<file path="config.mk">
export PLATFORM = sky130hd
export DESIGN_NAME = key_ctrl_flat
export DESIGN_NICKNAME = d
export VERILOG_FILES = /design/src/rtl/key_ctrl_if.sv /design/src/rtl/key_ctrl.sv /design/src/flat_wrapper.sv
export SDC_FILE = /design/constraint.sdc
export NUM_CORES = 1
export LEC_CHECK = 0
export ABC_AREA = 1
export CAP_MARGIN = 5
export CORE_ASPECT_RATIO = 0.8
export CORE_MARGIN = 5
export CORE_UTILIZATION = 35
export DETAILED_ROUTE_END_ITERATION = 7
export PLACE_DENSITY = 0.6
export RECOVER_POWER = 100
export SYNTH_ARGS = -nofsm -noshare
export SYNTH_HDL_FRONTEND = slang
export SYNTH_SLANG_ARGS = --single-unit
</file>
<file path="constraint.sdc">
create_clock -name clk -period 2.3 [get_ports clk]
set_clock_uncertainty 0.05 [all_clocks]
set_input_delay 0.575 -clock clk [delete_from_list [all_inputs] [get_ports clk]]
set_output_delay 0.575 -clock clk [all_outputs]
set_load 0.05 [all_outputs]
</file>
<file path="src/rtl/key_ctrl_if.sv">
// Key-state and received-byte bundle between key_ctrl and the movement controller.
interface key_ctrl_if;
    logic       left;
    logic       right;
    logic       jump;
    logic [7:0] byte_data;
    logic       byte_valid;
    logic       frame_err;

    modport master (output left, right, jump, byte_data, byte_valid, frame_err);
    modport slave  (input  left, right, jump, byte_data, byte_valid, frame_err);
endinterface

</file>
<file path="src/rtl/key_ctrl.sv">
// PS/2 set-2 receiver and key-state decoder producing left/right/jump levels.
// Define KEY_CTRL_WASD_EN to also map A/D/W onto left/right/jump.
module key_ctrl #(
    parameter int unsigned TIMEOUT_CYCLES = 65_000
) (
    input  logic        clk,
    input  logic        rst_n,
    input  logic        ps2_clk,
    input  logic        ps2_data,
    key_ctrl_if.master  kif
);

    localparam int unsigned TW = $clog2(TIMEOUT_CYCLES + 1);

    typedef enum logic [1:0] {IDLE, DATA, PARITY, STOP} state_t;

    state_t      state, state_nxt;
    logic [2:0]  clk_sync;
    logic [1:0]  data_sync;
    logic        fall, bit_in;
    logic [2:0]  bit_cnt;
    logic [7:0]  shift_reg;
    logic        par_bit;
    logic [TW-1:0] tmo_cnt;
    logic        ext, brk;
    logic        h_left, h_right, h_up, h_space;
    logic [7:0]  byte_data_q;
    logic        byte_valid_q, frame_err_q;
    logic        accept, frame_bad, start_err, tmo_hit;
`ifdef KEY_CTRL_WASD_EN
    logic        h_a, h_d, h_w;
`endif

    // Bus idles high, so the synchronisers reset to 1 to avoid a false edge.
    always_ff @(posedge clk or negedge rst_n) begin
        if (!rst_n) begin
            clk_sync  <= '1;
            data_sync <= '1;
        end else begin
            clk_sync  <= {clk_sync[1:0], ps2_clk};
            data_sync <= {data_sync[0], ps2_data};
        end
    end

    assign fall   = clk_sync[2] & ~clk_sync[1];
    assign bit_in = data_sync[1];

    always_ff @(posedge clk or negedge rst_n) begin
        if (!rst_n) state <= IDLE;
        else        state <= state_nxt;
    end

    // A falling edge always takes priority over the timeout terminal count.
    always_comb begin
        state_nxt = state;
        accept    = 1'b0;
        frame_bad = 1'b0;
        start_err = 1'b0;
        tmo_hit   = 1'b0;
        if (fall) begin
            case (state)
                IDLE: begin
                    if (!bit_in) state_nxt = DATA;
                    else         start_err = 1'b1;
                end
                DATA:    if (bit_cnt == 3'd7) state_nxt = PARITY;
                PARITY:  state_nxt = STOP;
                STOP: begin
                    state_nxt = IDLE;
                    if (bit_in && ((^shift_reg) ^ par_bit)) accept = 1'b1;
                    else                                     frame_bad = 1'b1;
                end
                default: state_nxt = IDLE;
            endcase
        end else if (state != IDLE && tmo_cnt >= TW'(TIMEOUT_CYCLES - 1)) begin
            state_nxt = IDLE;
            tmo_hit   = 1'b1;
        end
    end

    always_ff @(posedge clk or negedge rst_n) begin
        if (!rst_n) begin
            bit_cnt   <= '0;
            shift_reg <= '0;
            par_bit   <= 1'b0;
            tmo_cnt   <= '0;
        end else begin
            if (fall || tmo_hit)
                tmo_cnt <= '0;
            else if (state != IDLE && tmo_cnt != '1)
                tmo_cnt <= tmo_cnt + 1'b1;

            if (fall) begin
                case (state)
                    IDLE:   bit_cnt <= '0;
                    DATA: begin
                        shift_reg <= {bit_in, shift_reg[7:1]};
                        bit_cnt   <= bit_cnt + 1'b1;
                    end
                    PARITY: par_bit <= bit_in;
                    default: ;
                endcase
            end
        end
    end

    always_ff @(posedge clk or negedge rst_n) begin
        if (!rst_n) begin
            byte_data_q  <= '0;
            byte_valid_q <= 1'b0;
            frame_err_q  <= 1'b0;
        end else begin
            byte_valid_q <= accept;
            frame_err_q  <= start_err | frame_bad | tmo_hit;
            if (accept) byte_data_q <= shift_reg;
        end
    end

    // Start-bit errors leave a pending E0/F0 prefix intact; corrupt frames do not.
    always_ff @(posedge clk or negedge rst_n) begin
        if (!rst_n) begin
            ext     <= 1'b0;
            brk     <= 1'b0;
            h_left  <= 1'b0;
            h_right <= 1'b0;
            h_up    <= 1'b0;
            h_space <= 1'b0;
`ifdef KEY_CTRL_WASD_EN
            h_a     <= 1'b0;
            h_d     <= 1'b0;
            h_w     <= 1'b0;
`endif
        end else if (frame_bad || tmo_hit) begin
            ext <= 1'b0;
            brk <= 1'b0;
        end else if (accept) begin
            case (shift_reg)
                8'hE0: ext <= 1'b1;
                8'hF0: brk <= 1'b1;
                default: begin
                    ext <= 1'b0;
                    brk <= 1'b0;
                    if (ext) begin
                        case (shift_reg)
                            8'h6B:   h_left  <= !brk;
                            8'h74:   h_right <= !brk;
                            8'h75:   h_up    <= !brk;
                            default: ;
                        endcase
                    end else begin
                        case (shift_reg)
                            8'h29:   h_space <= !brk;
`ifdef KEY_CTRL_WASD_EN
                            8'h1C:   h_a     <= !brk;
                            8'h23:   h_d     <= !brk;
                            8'h1D:   h_w     <= !brk;
`endif
                            default: ;
                        endcase
                    end
                end
            endcase
        end
    end

`ifdef KEY_CTRL_WASD_EN
    assign kif.left  = h_left | h_a;
    assign kif.right = h_right | h_d;
    assign kif.jump  = h_up | h_space | h_w;
`else
    assign kif.left  = h_left;
    assign kif.right = h_right;
    assign kif.jump  = h_up | h_space;
`endif
    assign kif.byte_data  = byte_data_q;
    assign kif.byte_valid = byte_valid_q;
    assign kif.frame_err  = frame_err_q;

endmodule
</file>
<file path="src/flat_wrapper.sv">
// flat-port wrapper written by rule: the top's interface ports become plain ports
module key_ctrl_flat 
#(
    parameter int unsigned TIMEOUT_CYCLES = 65_000
)
  (clk, rst_n, ps2_clk, ps2_data, kif_left, kif_right, kif_jump, kif_byte_data, kif_byte_valid, kif_frame_err);
  key_ctrl_if kif_i ();
  input  logic clk;
  input  logic rst_n;
  input  logic ps2_clk;
  input  logic ps2_data;
  output wire logic [$bits(kif_i.left)-1:0] kif_left;
  output wire logic [$bits(kif_i.right)-1:0] kif_right;
  output wire logic [$bits(kif_i.jump)-1:0] kif_jump;
  output wire logic [$bits(kif_i.byte_data)-1:0] kif_byte_data;
  output wire logic [$bits(kif_i.byte_valid)-1:0] kif_byte_valid;
  output wire logic [$bits(kif_i.frame_err)-1:0] kif_frame_err;
  assign kif_left = kif_i.left;
  assign kif_right = kif_i.right;
  assign kif_jump = kif_i.jump;
  assign kif_byte_data = kif_i.byte_data;
  assign kif_byte_valid = kif_i.byte_valid;
  assign kif_frame_err = kif_i.frame_err;
  key_ctrl #(.TIMEOUT_CYCLES(TIMEOUT_CYCLES)) u_core (.clk(clk), .rst_n(rst_n), .ps2_clk(ps2_clk), .ps2_data(ps2_data), .kif(kif_i));
endmodule
</file>
# After elaboration in Yosys (flattened, before gate mapping)
# Cells that the tools add are included.
dict set report word_totals {
  regBits 51
  elab_cells 92
}
dict set report classes {
  add_sub_neg 2
  magnitude_cmp 1
  n_eq_ne 15
  mux 25
  bitwise_logic 9
  n_reduce_logical 24
}
# operator n
set ops {}
lappend ops {{16-bit two-way mux} 2}
lappend ops {{8-bit by 7-bit == test with 1-bit output (second input constant)} 3}
lappend ops {{5-bit AND reduction} 4}
lappend ops {{16-bit by 1-bit adder with 16-bit output (second input constant)} 1}
lappend ops {{8-bit == test (second input constant)} 2}
lappend ops {{16-bit >= comparator (second input constant)} 1}
lappend ops {{16-bit != test (second input constant)} 1}
lappend ops {{1-bit two-way mux} 15}
lappend ops {{2-bit AND reduction} 5}
lappend ops {{2-bit nonzero test} 5}
lappend ops {{8-bit by 6-bit == test with 1-bit output (second input constant)} 1}
lappend ops {{2-bit two-way mux} 4}
lappend ops {{2-bit case mux with 4 select lines} 1}
lappend ops {{8-bit XOR reduction} 1}
lappend ops {{3-bit != test (second input constant)} 2}
lappend ops {{3-bit case mux with 2 select lines} 1}
lappend ops {{2-bit == test (second input constant)} 2}
lappend ops {{2-bit by 1-bit != test with 1-bit output (second input constant)} 2}
lappend ops {{1-bit NOT} 4}
lappend ops {{1-bit case mux with 2 select lines} 2}
lappend ops {{3-bit by 1-bit adder with 3-bit output (second input constant)} 1}
lappend ops {{3-bit == test (second input constant)} 1}
lappend ops {{1-bit logical AND} 3}
lappend ops {{1-bit OR} 3}
lappend ops {{other kinds (8)} 9}

# Longest topological paths before layout
dict set report depth {
  depth_word 9
  mapped_depth 14
  mapped_depth_nobuf 14
}

# Worst setup path before layout
# Ideal clock, no wire load.
dict set report synth_path {
  path_type {reg-to-reg}
  start {reg u_core.shift_reg[6]}
  end {reg u_core.h_left, in the netlist u_core.kif.left}
  setup_time_ns 0.119
  arrival_time_ns 1.624
  t_required_ns 2.131
  slack_ns 0.506
  stages_incl_launch_ff 12
  path_buffers 1
  cell_sequence {dfrtp_1 > inv_1 > ha_1 > xor2_1 > nand3_1 > nand2_1 > nand3_1 > buf_2 > nor2_1 > nand4_1 > nand2_1 > nand2_1}
}
dict set report synth_via {
  elab_chain_len 9
  word_cells_on_any_way 17
  classes_between {eq/ne (3); mux (6); bitwise (3); reduce/logical (5)}
}
# element line
set synth_lines {}
lappend synth_lines {{start: declaration} key_ctrl.sv:22} ;# logic [7:0] shift_reg;
lappend synth_lines {{start signal: assignment} key_ctrl.sv:97} ;# shift_reg <= {bit_in, shift_reg[7:1]};
lappend synth_lines {{8-bit XOR reduction} key_ctrl.sv:70} ;# if (bit_in && ((^shift_reg) ^ par_bit)) accept = 1'b1;
lappend synth_lines {{1-bit bitwise XOR} key_ctrl.sv:70}
lappend synth_lines {{1-bit logical AND} key_ctrl.sv:70}
lappend synth_lines {{1-bit two-way mux} key_ctrl.sv:70}
lappend synth_lines {{1-bit two-way mux} key_ctrl.sv:61} ;# case (state)
lappend synth_lines {{1-bit two-way mux} key_ctrl.sv:60} ;# if (fall) begin
lappend synth_lines {{1-bit logical OR} key_ctrl.sv:133} ;# end else if (frame_bad || tmo_hit) begin
lappend synth_lines {{1-bit NOT (no line)} --}
lappend synth_lines {{5-bit AND reduction (no line) (*)} --}
lappend synth_lines {{end signal: assignment} key_ctrl.sv:145} ;# 8'h6B: h_left <= !brk;
lappend synth_lines {{end: declaration} key_ctrl.sv:26} ;# logic h_left, h_right, h_up, h_space;
# Mark *: on every way between the ends. The rest lies on a longest branch, timed or not.
# A chain may end at the register's enable or synchronous reset.

# Final worst setup path
dict set report layout_path {
  start {reg u_core.byte_data_q[1], in the netlist u_core.kif.byte_data[1]}
  end {out kif_byte_data[1]}
}
# element line
set layout_lines {}
lappend layout_lines {{start: declaration} key_ctrl.sv:27} ;# logic [7:0] byte_data_q;
lappend layout_lines {{start signal: assignment} key_ctrl.sv:115} ;# if (accept) byte_data_q <= shift_reg;
lappend layout_lines {{end: declaration} flat_wrapper.sv:15} ;# output wire logic [$bits(kif_i.byte_data)-1:0] kif_byte_data;
# No word-level cell between the ends.

==> results.ini <==
[outcome]
outcome = completed

[route]
wire_per_inst_um = 11.9
drc = 0
ant_nets = 0
drtIter0Drc = 121
first_pass_iters = 4
vias_per_cell = 4.63
vias = 2098
drt-total-wl_um = 5370

[worst_setup_path]
required_ns = 1.67
cp.arrival_ns = 1.55
cp_slowest_cell = dlygate4sd3_1
max_stage_delay_ns = 0.87
crit_buf_inv = 1
worst_setup_path_start_kind = flip-flop
crit_type = reg -> out
critical_path.cell_chain = dlygate4sd3_1
end_kind = output pin
cp_max_fo = 2
cp_top_family = buffers and inverters

[clock_tree]
postCtsSetupBuffers = 0
cts.sinks = 51
cts_made_buffers = 5
clk_path_buf_depth = 2
worst_skew_pair.late_latency_ns = 0.31
htree_levels = 2
tritoncts = done
cts_root_buf = clkbuf_8
path_clk_slew_ns = 0.10

[die]
ioPinCount = 17
die_w_um = 109
row_count = 28
dieHeight_um = 88.8
dieArea_um2 = 9640
initial_core_util_pct = 36.3
core_um2 = 7500

[global_route]
met1_usage_pct = 19.5
top_usage_layer = met1
grt_util_met2_pct = 16.7
first_global_vias = 1942
grt_first_pass_wirelength_um = 9440
grtUsageMet3_pct = 2.63
overflow = 0
grt_max_degree = 45
grt_usage_pct = 12.4
antenna_found_initial = 0

[placed_design]
gp_congestion = 0.843
dp_hpwl_um = 3930
portBuffers = 16
dpl.cell_count = 445
preCtsSetupSlack_ns = 0.292

[power_and_ir_drop]
power.density_nw_per_um2 = 657
leakage_nw = 1.46
vdd_drop_max_mv = 0.408

[layout]
fillers = 785
layout_common_cells = nand2_1, inv_1, dfrtp_1, o21ai_0, nand3_1
largest_reg_flops = 16
n_antenna_cell = 0
layout-drive-gt1-share_pct = 8.62
final_nets = 369
finalNonFillerCells = 453
final_common_cell = nand2_1
syn_to_final_growth_pct = 14.3

[synthesis]
synth_area_um2 = 2720
yosysWarnings = 0
synthFlopType = dfrtp_1
async_flop_share_pct = 100
synth-edff-count = 0
syn_area_per_cell_um2 = 8.37
yosysUniqueCellTypes = 33
synth.net_count = 347
yosysSeqAreaShare_pct = 47.2
synthCells = 325
synth_seq_cells = 51
netlist.area_leader.share_pct = 42.3
synth_area_leaders = dfrtp_1, nand2_1, ha_1
synth_top_area_cell = dfrtp_1

[sta]
maxSlewViolCount = 0
holdWs_ns = 0.120
rsz0062_at_grt = yes
period_needed_ns = 2.17
max_freq_mhz = 460
slew_headroom_pct = 27.8
setup_violations = 0
setup_ws_ns = 0.126
worstMarginPinSlew_ns = 1.08
final-hold-violation-count = 0
fin_crit_sh_pct = 94.5

[hold_path]
min_path_type = in -> async

[run]
maxCapViolCount = 0

-- routing by layer --
layer  part of all wire, %  vias to the layer above
li1                      -                     1098
met5                     0                        -
met3                   4.5                        2
met2                    38                       48
met1                    56                      950
met4                  0.74                        0
-- power breakdown --
part / leakage [nW] / internal, mW / switching [mW]
combinational: 0.716 / 0.129 / 0.253
clock: 0.0581 / 0.325 / 0.309
sequential: 0.688 / 0.968 / 0.0588
total: 1.46 / 1.42 / 0.620
-- worst paths after layout --
path                                  endpoint  cells after the start                    start  slack (ns)
hold reg to reg            u_core.data_sync[1]                      0      u_core.data_sync[0]        0.31
min in group clk           u_core.data_sync[1]                      0      u_core.data_sync[0]        0.31
max in group asynchronous    u_core.tmo_cnt[3]                      2                    rst_n        0.69
setup / recovery              kif_byte_data[1]                      1  u_core.kif.byte_data[1]        0.13
setup reg to reg            u_core.tmo_cnt[10]                     10          u_core.state[0]        0.17
hold / removal               u_core.tmo_cnt[9]                      1                    rst_n        0.12
-- area by class of cell --
class | instances | area, um2 | area share (%)
Multi-Input combinational cell | 217 | 1200 | 38.7
Clock buffer | 5 | 68.8 | 2.22
Inverter | 50 | 188 | 6.04
Sequential cell | 51 | 1280 | 41.3
Timing Repair Buffer | 22 | 189 | 6.08
Clock inverter | 3 | 43.8 | 1.41
Tap cell | 105 | 131 | 4.23
-- per-stage QoR --
stage	TNS, ns	cell area (um2)	utilization, %	total power, mW
3_5_place_dp	0	3030	40.4	1.43
6_report	0	3110	41.4	2.04
3_3_place_gp	0	3030	40.4	1.42
2_1_floorplan	0	2720	-	1.32
4_1_cts	0	3140	41.8	2.08
5_1_grt	-0.00264	3110	41.4	2.21
-- synthesized netlist by cell type (2+ instances only) --
cell type   n
nor3_1     10
and3_1      2
a22o_1      2
nor2_1     19
inv_2       2
o21ai_0    31
inv_1      48
dfrtp_1    46
ha_1       18
nor2_2      2
nand3_1    21
nand2_2     2
a21oi_2     2
nand4_1    12
xor2_1      5
dfstp_2     5
nand2_1    71
a21oi_1     8
clkbuf_1    3
buf_2       3
-- kinds of logic (layout without fill, tap and decap cells) --
group,after synthesis,after routing,synth area share [%]
adder cells (fa/ha/maj),18,18,8.28
AND/OR/NAND/NOR,146,146,24.3
XOR/XNOR,5,5,1.61
flip-flops,51,51,47.2
AO/OA/AOI/OAI,48,48,10.4
buffers and inverters,57,80,8.28
-- repair_timing --
item	in CTS	in global routing
pin swaps	0	0
hold buffers	0	0
endpoints found under the setup margin	1	2
gates cloned	0	0
resized for setup	1	1
No activity file was read; power rests on OpenSTA's default activity.
